[src/rtl/modulo3_reduce_unit.sv]
`default_nettype none
// ============================================================================
//  Module   : modulo3_reduce_unit
//  Purpose  : Bit-serial, MSB-first mod-3 reducer for one signed, centered
//             coefficient. Returns the residue of din in R3 over a
//             startmod/moddone handshake.
//  Options  : MOD3_CENTERED_EN - when defined, dout is the centered residue
//             {-1,0,+1} in 2-bit two's complement; otherwise it is {0,1,2}.
//  Revision : 1.0 - initial release
// ============================================================================
module modulo3_reduce_unit #(
    parameter int WIDTH = 14
) (
    input  logic             clk,
    input  logic             rst_n,
    input  logic             startmod,
    input  logic [WIDTH-1:0] din,
    output logic             moddone,
    output logic             busy,
    output logic [1:0]       dout
);

    // Counter must be able to hold WIDTH itself.
    localparam int CNT_W = $clog2(WIDTH + 1);

    // 2^WIDTH mod 3: a negative input read as unsigned is off by 2^WIDTH.
    localparam logic [1:0] c_k = ((WIDTH % 2) == 0) ? 2'd1 : 2'd2;

    localparam logic [CNT_W-1:0] c_cnt_init = CNT_W'(WIDTH);
    localparam logic [CNT_W-1:0] c_cnt_last = CNT_W'(1);

    typedef enum logic [1:0] {
        S_IDLE  = 2'd0,
        S_SHIFT = 2'd1,
        S_FIX   = 2'd2,
        S_DONE  = 2'd3
    } state_t;

    state_t           r_state;
    state_t           w_state_next;

    logic [WIDTH-1:0] r_sh;
    logic [CNT_W-1:0] r_cnt;
    logic [1:0]       r_rem;
    logic             r_sign;
    logic [1:0]       r_dout;

    logic [2:0]       w_twice;
    logic [1:0]       w_rem_next;
    logic [2:0]       w_fix_sum;
    logic [1:0]       w_fix_res;
    logic [1:0]       w_result;

    // State register; reset abandons any operation in flight.
    always_ff @(posedge clk or negedge rst_n) begin
        if (!rst_n) begin
            r_state <= S_IDLE;
        end else begin
            r_state <= w_state_next;
        end
    end

    // Next-state and handshake outputs, decoded from state only.
    always_comb begin
        w_state_next = r_state;
        moddone      = 1'b0;
        busy         = 1'b1;
        case (r_state)
            S_IDLE: begin
                busy = 1'b0;
                if (startmod) begin
                    w_state_next = S_SHIFT;
                end
            end
            S_SHIFT: begin
                if (r_cnt == c_cnt_last) begin
                    w_state_next = S_FIX;
                end
            end
            S_FIX: begin
                w_state_next = S_DONE;
            end
            S_DONE: begin
                moddone      = 1'b1;
                w_state_next = S_IDLE;
            end
            default: begin
                w_state_next = S_IDLE;
            end
        endcase
    end

    // Running remainder step: 2r+b is 0..5, one conditional subtract keeps it in 0..2.
    always_comb begin
        w_twice    = {r_rem, r_sh[WIDTH-1]};
        w_rem_next = (w_twice >= 3'd3) ? 2'(w_twice - 3'd3) : w_twice[1:0];
    end

    // Sign correction: subtract 2^WIDTH mod 3 as +(3-k) to stay non-negative.
    always_comb begin
        w_fix_sum = r_sign ? ({1'b0, r_rem} + (3'd3 - {1'b0, c_k})) : {1'b0, r_rem};
        w_fix_res = (w_fix_sum >= 3'd3) ? 2'(w_fix_sum - 3'd3) : w_fix_sum[1:0];
    end

    // Output encoding of the final residue.
    always_comb begin
`ifdef MOD3_CENTERED_EN
        w_result = (w_fix_res == 2'd2) ? 2'b11 : w_fix_res;
`else
        w_result = w_fix_res;
`endif
    end

    // Datapath: load on accept, shift MSB-first, register result at FIX.
    always_ff @(posedge clk or negedge rst_n) begin
        if (!rst_n) begin
            r_sh   <= '0;
            r_cnt  <= '0;
            r_rem  <= 2'd0;
            r_sign <= 1'b0;
            r_dout <= 2'b00;
        end else begin
            case (r_state)
                S_IDLE: begin
                    if (startmod) begin
                        r_sh   <= din;
                        r_cnt  <= c_cnt_init;
                        r_rem  <= 2'd0;
                        r_sign <= din[WIDTH-1];
                    end
                end
                S_SHIFT: begin
                    r_rem <= w_rem_next;
                    r_sh  <= {r_sh[WIDTH-2:0], 1'b0};
                    r_cnt <= r_cnt - c_cnt_last;
                end
                S_FIX: begin
                    r_dout <= w_result;
                end
                default: begin
                end
            endcase
        end
    end

    assign dout = r_dout;

endmodule
`default_nettype wire
[config.mk]
export PLATFORM = sky130hd
export DESIGN_NAME = modulo3_reduce_unit
export DESIGN_NICKNAME = d
export VERILOG_FILES = /design/src/rtl/modulo3_reduce_unit.sv
export SDC_FILE = /design/constraint.sdc
export NUM_CORES = 1
export LEC_CHECK = 0
export ABC_CLOCK_PERIOD_IN_PS = 1500
export BUFFER_PORTS_ARGS = -buffer_cell sky130_fd_sc_hd__buf_2
export CORE_MARGIN = 3
export CORE_UTILIZATION = 50
export CTS_CLUSTER_SIZE = 16
export DETAILED_ROUTE_END_ITERATION = 7
export GPL_TIMING_DRIVEN = 0
export PLACE_DENSITY = 0.74
export SLEW_MARGIN = 25
export SYNTH_ARGS = -nofsm -noshare
export SYNTH_HDL_FRONTEND = slang
export SYNTH_SLANG_ARGS = --single-unit
[constraint.sdc]
create_clock -name clk -period 1.5 [get_ports clk]
set_input_delay 0.3 -clock clk [delete_from_list [all_inputs] [get_ports clk]]
set_output_delay 0.3 -clock clk [all_outputs]
set_load 0.03 [all_outputs]
==> flow_summary.json <==
{
  "status": "finished, violations left",
  "violations": "negative setup slack",
  "synth-edff-count": 0,
  "cap_violations": 0,
  "synth.most_common_cell": "dfrtp_1",
  "ios": 21,
  "grt_overflow": 0,
  "leakagePower_nw": 0.855,
  "grt_pass1_vias": 1194,
  "routedWlPerCell_um": 15.5,
  "tns_ns": -0.183,
  "synth_xor_xnor_area_share_pct": 0.643,
  "grt_pass1_wl_mm": 5.15,
  "fmax_mhz": 630,
  "setup_violations": 8,
  "cts_made_buffers": 3,
  "worst_slew_margin_rel_pct": 62.6,
  "cp_cell_sequence": "inv_2 -> ha_4 -> or3b_4 -> a21oi_4 -> mux2_4",
  "numPlacedInstances": 187,
  "grt_usage_pct": 19.7,
  "synth_top_area_share_pct": 45.9,
  "swShare_pct": 42.6,
  "area_growth_syn_to_layout_pct": 35.0,
  "root_buffer": "clkbuf_4",
  "design_area_um2": 1840,
  "synth_ff_type": "dfrtp_1",
  "clockBufferDepth": 2,
  "power.share.clock_pct": 7.1,
  "start_kind": "flip-flop",
  "synth_top_area_cell": "dfrtp_1",
  "hold_path.class": "in -> reg",
  "synth_compound_area_share_pct": 13.0,
  "power_density_nw_per_um2": 2340,
  "timing.clock.skew_ns": 0.00119,
  "comb_power_share_pct": 64.1,
  "synth_adder_area_share_pct": 8.82,
  "htree_levels": 1,
  "ys_warn_count": 0,
  "synth_fp_nets": 163,
  "die_y_um": 58.2,
  "grt_start_max_net_pins": 26,
  "start_util_pct": 53.5,
  "synth_common_cells": "25 x dfrtp_1, 19 x nand2_1, 16 x o21ai_1, 15 x mux2i_1, 9 x inv_1",
  "intPower_mw": 2.47,
  "dr.pass1.iters": 4,
  "portBuffers": 20,
  "power.switching_mw": 1.83,
  "slew_viol_final": 0,
  "rsz0062_at_grt": "true",
  "crit_required_ns": 1.72,
  "placed_area_um2": 1500,
  "fin_nets": 206,
  "final.fill_count": 187,
  "clkTransAtPathRegs_ns": 0.13,
  "cts_sinks": 25,
  "cp-end-kind": "flip-flop",
  "placementRows": 18,
  "final_util_pct": 72.3,
  "seqPwrFrac_pct": 28.8,
  "netlist_area_um2": 1360,
  "yosysSeqAreaShare_pct": 45.9,
  "power_mw": 4.31,
  "dieWidth_um": 58.2,
  "antenna_found_initial": 0,
  "cts_tree": "yes",
  "drive_gt1_share_pct": 42.5,
  "period_share_pct": 106,
  "synth-async-reset-ratio_pct": 100,
  "finalNonFillerCells": 209,
  "min_period_ns": 1.59,
  "initialDrtViolationCount": 39,
  "antenna_left": 0,
  "ys_ff_latch": 25,
  "diodes": 0,
  "avgSynthCellArea_um2": 9.95,
  "muxShareOfSynthArea_pct": 13.5,
  "core_um2": 2540,
  "dpl.hpwl_mm": 1.93,
  "drc": 0,
  "crit_path_max_fanout": 2,
  "worst_pin_slew_ns": 0.561,
  "ys_types": 30,
  "insertion_delay_ns": 0.32,
  "vias": 1179,
  "irDropWorstVdd_mv": 1.51,
  "fin_ws_ns": -0.0874,
  "vias_per_cell": 5.64,
  "finalWeightedCongestion": 0.785,
  "slowest_delay_ns": 0.43,
  "cp.arrival_ns": 1.81,
  "pre_cts_ws_ns": -0.190,
  "hold_viol_final": 0,
  "synth.top_cells.by_area": "dfrtp_1 46%, mux2i_1 11%, ha_1 7.3%",
  "syn_inst": 137,
  "whs_ns": 0.213,
  "path_class": "reg -> reg",
  "die_area_um2": 3390,
  "synth_top_family_by_area": "multiplexers",
  "wirelength_mm": 3.24,
  "cpMaxStageDelayCell": "dfrtp_1",
  "synth-simple-area-share_pct": 13.0
}
[layout make-up]
type / instances / area, um2 / share of cell area (%)
multi-input combinational: 96 / 796 / 43.3
inverter: 9 / 33.8 / 1.84
sequential: 25 / 627 / 34.1
clock buffer: 4 / 26.3 / 1.43
buffer: 5 / 52.6 / 2.86
timing repair buffer: 40 / 267 / 14.5
tap: 30 / 37.5 / 2.04
[flip-flops by register name, indices dropped and copies added, names as in the netlist]
register and count:
r_sign 1, r_sh 14, r_rem 2, dout 2, r_state 2, r_cnt 4
[cells in the final DEF (no fill, tap or decap), types with 2 or more instances in the layout]
cell / Yosys / final
ha_1: 8 / 3
dfrtp_1: 25 / 24
ha_4: 0 / 3
nor2_1: 7 / 7
nor3_1: 3 / 3
clkbuf_4: 0 / 3
ha_2: 0 / 2
inv_2: 0 / 4
inv_1: 9 / 5
o21ai_2: 0 / 4
buf_4: 0 / 18
o21ai_1: 16 / 12
nand2_4: 0 / 2
a21oi_1: 6 / 4
nand3_1: 2 / 2
mux2i_1: 15 / 14
nand2_2: 0 / 2
nand2_1: 19 / 15
a21oi_2: 1 / 2
buf_6: 0 / 7
buf_2: 7 / 19
[worst max-delay path, delay by kind of cell (launching register included)]
family / cells / cell delay, ns
flip-flops: 1 / 0.43
AND/OR/NAND/NOR: 1 / 0.39
multiplexers: 1 / 0.31
AO/OA/AOI/OAI: 1 / 0.16
adder cells (fa/ha/maj): 1 / 0.12
buffers and inverters: 1 / 0.09
[what timing repair did]
| action | CTS | global route |
|---|---|---|
| hold endpoints to repair | 25 | 0 |
| pin swaps | 2 | 7 |
| gates resized for setup | 27 | 22 |
| buffers inserted | 13 | 4 |
| setup endpoints to repair | 22 | 24 |
| hold buffers | 1 | 0 |
| gates cloned | 1 | 1 |
[power groups by stage]
stage                     combinational (mW)  sequential (mW)  clock (mW)
final                                   2.76             1.24       0.307
after global placement                  1.64             1.24           0
after floorplan                         1.33             1.24           0
after CTS                               2.34             1.21       0.320
after global routing                    3.00             1.28       0.349
after detailed placement                1.72             1.27           0
[kinds of logic after synthesis]
| group | count (synthesis) |
|---|---|
| buffers and inverters | 16 |
| and+or+nand+nor | 38 |
| muxes | 18 |
| adders and majority gates | 9 |
| AOI/OAI and AO/OA | 30 |
| DFF | 25 |
| xor gates and xnor gates | 1 |
[layer usage]
| layer | up-vias | share of wire [%] | track usage, % |
|---|---|---|---|
| met2 | 39 | 52 | 35.2 |
| met1 | 568 | 40 | 23.1 |
| met4 | 0 | 1.9 | 8.61 |
| met5 | - | 0 | 0 |
| met3 | 11 | 5.5 | 3.12 |
| li1 | 561 | - | - |
[final timing paths]
path                                from         end  slack (ns)  depth (start not counted)
worst max-delay path            r_cnt[1]  r_state[1]       -0.09                          5
worst min-delay path             din[13]      r_sign        0.21                          2
worst max register to register  r_cnt[1]  r_state[1]       -0.09                          5
worst min register to register   r_sh[5]     r_sh[5]        0.51                          2
max in group asynchronous          rst_n    r_rem[0]        0.62                          2
min in group asynchronous          rst_n     dout[1]        0.48                          2
No activity file was read; power rests on OpenSTA's default activity.
